## src/rtl/unlock_pkg.sv

```systemverilog
// Shared definitions for the unlocking-path serial blocks: default widths,
// the bit-counter width helper and the word-counter type.
package unlock_pkg;

    localparam int N_DEFAULT     = 4;
    localparam int CNT_W_DEFAULT = 8;

    // The bit counter must represent 0..N inclusive, because N marks a
    // complete word parked in the shift register.
    function automatic int BITCNT_W(input int n);
        return $clog2(n + 1);
    endfunction

    typedef logic [CNT_W_DEFAULT-1:0] word_cnt_t;

endpackage

```

## src/rtl/s2p_converter_if.sv

```systemverilog
// Serial-in and parallel-out handshake bundle for the s2p_converter.
// Handshake: a beat transfers on a rising clk edge where valid && ready;
// valid must not depend on ready, and data is held while valid && !ready.
interface s2p_converter_if
    import unlock_pkg::*;
#(
    parameter int N = N_DEFAULT
);

    logic         s_data;
    logic         s_valid;
    logic         s_ready;
    logic [N-1:0] p_data;
    logic         p_valid;
    logic         p_ready;

    modport slave (
        input  s_data,
        input  s_valid,
        input  p_ready,
        output s_ready,
        output p_data,
        output p_valid
    );

    modport master (
        output s_data,
        output s_valid,
        output p_ready,
        input  s_ready,
        input  p_data,
        input  p_valid
    );

endinterface

```

## src/rtl/s2p_converter.sv

```systemverilog
// Serial-to-parallel deserializer: shift register feeding an output register,
// so a new word can assemble while the previous one waits to be accepted.
module s2p_converter
    import unlock_pkg::*;
#(
    parameter int N         = N_DEFAULT,
    parameter bit MSB_FIRST = 1'b1,
    parameter int CNT_W     = CNT_W_DEFAULT
) (
    input  logic             clk,
    input  logic             rst_n,
    s2p_converter_if.slave   bus,
    output logic             busy,
    output logic [CNT_W-1:0] word_cnt
);

    localparam int             BCW  = BITCNT_W(N);
    localparam logic [BCW-1:0] LAST = BCW'(N - 1);
    localparam logic [BCW-1:0] FULL = BCW'(N);

    logic [BCW-1:0]   r_bit_cnt;
    logic [N-1:0]     r_shift;
    logic [N-1:0]     r_out;
    logic             r_out_full;
    logic [CNT_W-1:0] r_word_cnt;

    logic             w_s_ready;
    logic             w_busy;
    logic             w_s_xfer;
    logic             w_p_xfer;
    logic             w_complete;
    logic             w_pending;
    logic             w_load;
    logic [N-1:0]     w_shift_next;

    // Ready and busy decode registered state only; nothing from p_ready or
    // s_valid reaches s_ready combinationally.
    always_comb begin
        w_s_ready    = (r_bit_cnt < FULL);
        w_busy       = (r_bit_cnt != '0);
        w_s_xfer     = bus.s_valid && w_s_ready;
        w_p_xfer     = r_out_full && bus.p_ready;
        w_complete   = w_s_xfer && (r_bit_cnt == LAST);
        w_pending    = (r_bit_cnt == FULL);
        w_load       = (w_complete || w_pending) && (!r_out_full || w_p_xfer);
        w_shift_next = MSB_FIRST ? {r_shift[N-2:0], bus.s_data}
                                 : {bus.s_data, r_shift[N-1:1]};
    end

    always_ff @(posedge clk or negedge rst_n) begin
        if (!rst_n) begin
            r_bit_cnt <= '0;
            r_shift   <= '0;
        end else if (w_load) begin
            r_bit_cnt <= '0;
            if (w_s_xfer) begin
                r_shift <= w_shift_next;
            end
        end else if (w_s_xfer) begin
            r_shift   <= w_shift_next;
            r_bit_cnt <= r_bit_cnt + BCW'(1);
        end
    end

    // A parked word comes from r_shift; a word finishing this cycle comes
    // straight from the shifter so it is visible one cycle after its last bit.
    always_ff @(posedge clk or negedge rst_n) begin
        if (!rst_n) begin
            r_out      <= '0;
            r_out_full <= 1'b0;
            r_word_cnt <= '0;
        end else begin
            if (w_load) begin
                r_out      <= w_pending ? r_shift : w_shift_next;
                r_out_full <= 1'b1;
            end else if (w_p_xfer) begin
                r_out_full <= 1'b0;
            end
            if (w_p_xfer) begin
                r_word_cnt <= r_word_cnt + CNT_W'(1);
            end
        end
    end

    assign bus.s_ready = w_s_ready;
    assign bus.p_data  = r_out;
    assign bus.p_valid = r_out_full;
    assign busy        = w_busy;
    assign word_cnt    = r_word_cnt;

endmodule

```

## src/flat_wrapper.sv

```systemverilog
// flat-port wrapper written by rule: the top's interface ports become plain ports
module s2p_converter_flat import unlock_pkg::*;
#(
    parameter int N         = N_DEFAULT,
    parameter bit MSB_FIRST = 1'b1,
    parameter int CNT_W     = CNT_W_DEFAULT
)
  (clk, rst_n, busy, word_cnt, bus_s_data, bus_s_valid, bus_p_ready, bus_s_ready, bus_p_data, bus_p_valid);
  s2p_converter_if #(.N(N)) bus_i ();
  input  logic clk;
  input  logic rst_n;
  output logic busy;
  output logic [CNT_W-1:0] word_cnt;
  input wire logic [$bits(bus_i.s_data)-1:0] bus_s_data;
  input wire logic [$bits(bus_i.s_valid)-1:0] bus_s_valid;
  input wire logic [$bits(bus_i.p_ready)-1:0] bus_p_ready;
  output wire logic [$bits(bus_i.s_ready)-1:0] bus_s_ready;
  output wire logic [$bits(bus_i.p_data)-1:0] bus_p_data;
  output wire logic [$bits(bus_i.p_valid)-1:0] bus_p_valid;
  assign bus_i.s_data = bus_s_data;
  assign bus_i.s_valid = bus_s_valid;
  assign bus_i.p_ready = bus_p_ready;
  assign bus_s_ready = bus_i.s_ready;
  assign bus_p_data = bus_i.p_data;
  assign bus_p_valid = bus_i.p_valid;
  s2p_converter #(.N(N), .MSB_FIRST(MSB_FIRST), .CNT_W(CNT_W)) u_core (.clk(clk), .rst_n(rst_n), .bus(bus_i), .busy(busy), .word_cnt(word_cnt));
endmodule
```

## config.mk

```make
export PLATFORM = sky130hd
export DESIGN_NAME = s2p_converter_flat
export DESIGN_NICKNAME = d
export VERILOG_FILES = /design/src/rtl/unlock_pkg.sv /design/src/rtl/s2p_converter_if.sv /design/src/rtl/s2p_converter.sv /design/src/flat_wrapper.sv
export SDC_FILE = /design/constraint.sdc
export NUM_CORES = 1
export LEC_CHECK = 0
export CORE_UTILIZATION = 34
export DETAILED_ROUTE_END_ITERATION = 16
export PLACE_DENSITY_LB_ADDON = 0.15
export SYNTH_ARGS = -nofsm -noshare
export SYNTH_HDL_FRONTEND = slang
export SYNTH_SLANG_ARGS = --single-unit
```

## constraint.sdc

```tcl
create_clock -name clk -period 1.7 [get_ports clk]
set_input_delay 0.17 -clock clk [delete_from_list [all_inputs] [get_ports clk]]
set_output_delay 0.17 -clock clk [all_outputs]
set_load 0.02 [all_outputs]
```

==> out/qor.yml <==
outcome: "finished, final reports clean"
cp-end-kind: "register"
ys_ff_latch: 20
crit_arrival_ps: 1760
cp_cell_sequence: "inv_1, ha_1, nand3b_1, a21oi_4, mux2_4"
seqPwrFrac: 0.364
synth_xor_area_frac: 0.0741
fmax_mhz: 637
synth_top_family_by_area: "multiplexers"
syn_inst: 73
fin_area_um2: 1250
p_clk_frac: 0.163
crit_family: "flip-flops"
numPortBuffers: 19
die_area_um2: 3000
yosys.area_share.simple: 0.114
finalCritPeriodShare: 0.924
yosysSeqAreaShare: 0.529
critPathBufInv: 1
layout_common_cells: "20 x dfrtp_1, 17 x clkdlybuf4s50_1, 9 x mux2_1, 5 x xor2_1"
tightest_slew_ps: 313
critPathMaxStageDelay_ps: 430
maxSlewViolCount: 0
grt_start_max_net_pins: 21
crit_required_ps: 1880
worstSetupStartpointType: "register"
grt_pass1_wl_mm: 2.46
synthTopCellsByArea: "dfrtp_1 53%, mux2_1 11%, mux2_4 6.3%, ha_1 5.3%, xor2_1 4.6%"
maxSlewHeadroom: 0.791
grt_use_total: 0.120
avgRoutedWirePerCell_um: 11.7
synthMuxAreaShare: 0.183
crit_path_max_fanout: 5
cts_made_buffers: 3
synth_top_cell_by_area: "dfrtp_1"
antenna_found_initial: 0
cts-root-buf: "clkbuf_4"
synth_fp_nets: 82
first_iter_violations: 1
diodes: 0
switching_share: 0.347
routed_wl_mm: 1.50
ctsHoldBuffers: 0
die_h_um: 54.7
path_clk_slew_ps: 120
fin_crit_ps: 1570
fin_worst_skew_ps: 14.2
dpl_cell_area_um2: 1180
finalSetupViolCount: 0
crit_type: "reg2reg"
power_leakage_nw: 0.589
comb_power_share: 0.473
finalNetCount: 109
clock_latency_ps: 300
timing.hold.ws_ps: 181
yosysUniqueCellTypes: 22
final_util: 0.492
grt_overflow: 0
yosysWarnings: 0
drive_gt1_frac: 0.152
rows: 18
place_hpwl_mm: 1.12
syn_area_per_cell_um2: 13.0
cp.depth: 5
power.density_nw_per_um2: 1880
yosysTopAreaCellShare: 0.529
rsz0062_at_grt: "no"
vias_per_cell: 4.67
tns_ps: 0
globalplace.congestion: 0.736
core_area_um2: 2540
internal_power_mw: 1.54
dr.pass1.iters: 2
start_util: 0.372
area_delta_synth_final_pct: 32.4
worst_ir_drop_vdd_v: 0.00104
final_common_cell: "dfrtp_1"
maxCapViolCount: 0
synth_fa_ha_area_frac: 0.0529
synth-compound-area-share: 0.0304
boundaryPins: 20
finalHoldViolCount: 0
htreeDepth: 1
synth_area_um2: 946
numClockSinks: 20
grt_pass1_vias: 565
cts_buffer_depth: 2
ant_nets: 0
hold_path.class: "in2async"
cts_tree: "yes"
worstRegToRegCells: 5
vias: 603
drc: 0
slowest_stage: "dfrtp_1"
die_x_um: 54.7
p_switching_uw: 816
-- metrics by stage --
stage,std cells,setup WS (ps),power [mW]
2_1_floorplan,73,128,1.56
3_3_place_gp,123,141,1.96
3_5_place_dp,123,123,1.98
4_1_cts,127,43.1,2.37
5_1_grt,129,14.1,2.55
6_report,129,129,2.35
-- worst reg2reg max path, cell delays in order, from the launching register on --
cell	delay, ps
dfrtp_1	430
inv_1	120
ha_1	160
nand3b_1	130
a21oi_4	290
mux2_4	330
-- synth_stat cells --
library cell	n
nand2b_1	1
xnor2_1	3
nand2_1	4
buf_2	1
mux2_2	1
mux2_4	4
mux2_1	9
inv_1	3
nand3_1	2
nor3_1	2
xor2_1	5
a21oi_4	1
nor2b_1	2
nand2_2	1
nand3b_1	2
o21bai_1	1
nand4_1	1
a21oi_1	1
ha_1	4
nor2_1	2
and3_1	3
dfrtp_1	20
-- cell type report --
cell class	instances	area, um^2
Inverter	3	11.3
Tap cell	30	37.5
Clock buffer	3	22.5
Multi-Input combinational cell	49	429
Fill cell	245	1290
Timing Repair Buffer	23	221
Clock inverter	1	30.0
Sequential cell	20	500
-- path summary, 6_finish.rpt --
path / start / end / slack, ps
worst max-delay path: u_core.r_bit_cnt[2] / u_core.bus.p_data[0] / 130
worst min-delay path: rst_n / u_core.word_cnt[1] / 180
worst max register to register: u_core.r_bit_cnt[2] / u_core.bus.p_data[0] / 130
worst min register to register: u_core.word_cnt[7] / u_core.word_cnt[7] / 470
max in group asynchronous: rst_n / u_core.r_shift[1] / 1290
min in group clk: bus_s_valid / u_core.r_bit_cnt[2] / 470
-- repair_timing --
| action | CTS | global route |
|---|---|---|
| buffers inserted | 0 | 2 |
| endpoints found under the setup margin | 1 | 3 |
| pin swaps | 0 | 1 |
| gates resized for setup | 1 | 1 |
-- routing by layer --
layer / part of all wire / up-vias / track usage
met3: 0.061 / 2 / 0.0500
met5: 0 / - / 0
met1: 0.48 / 285 / 0.149
met4: 0.0093 / 0 / 0.0256
met2: 0.45 / 16 / 0.193
li1: - / 300 / -
-- power groups by stage --
| stage | registers [mW] | logic, mW | clock network, mW |
|---|---|---|---|
| final | 0.858 | 1.11 | 0.384 |
| after global routing | 0.891 | 1.23 | 0.427 |
| after CTS | 0.860 | 1.11 | 0.401 |
| after detailed placement | 0.868 | 1.11 | 0 |
| after global placement | 0.875 | 1.09 | 0 |
| after floorplan | 0.981 | 0.578 | 0 |
-- cell families (layout without fill, tap and decap cells) --
| kind of cell | count (synthesis) | count (layout) |
|---|---|---|
| flops | 20 | 20 |
| simple gates | 20 | 20 |
| mux | 14 | 14 |
| xor+xnor | 8 | 8 |
| fa+ha+maj | 4 | 4 |
| buf+inv | 4 | 30 |
| compound gates | 3 | 3 |
-- sequential cells by signal (all words and copies together) (netlist names) --
name and flops:
u_core.bus.p_valid 1, u_core.r_shift 4, u_core.r_bit_cnt 3, u_core.word_cnt 8
u_core.bus.p_data 4
No activity file was read; power rests on OpenSTA's default activity.
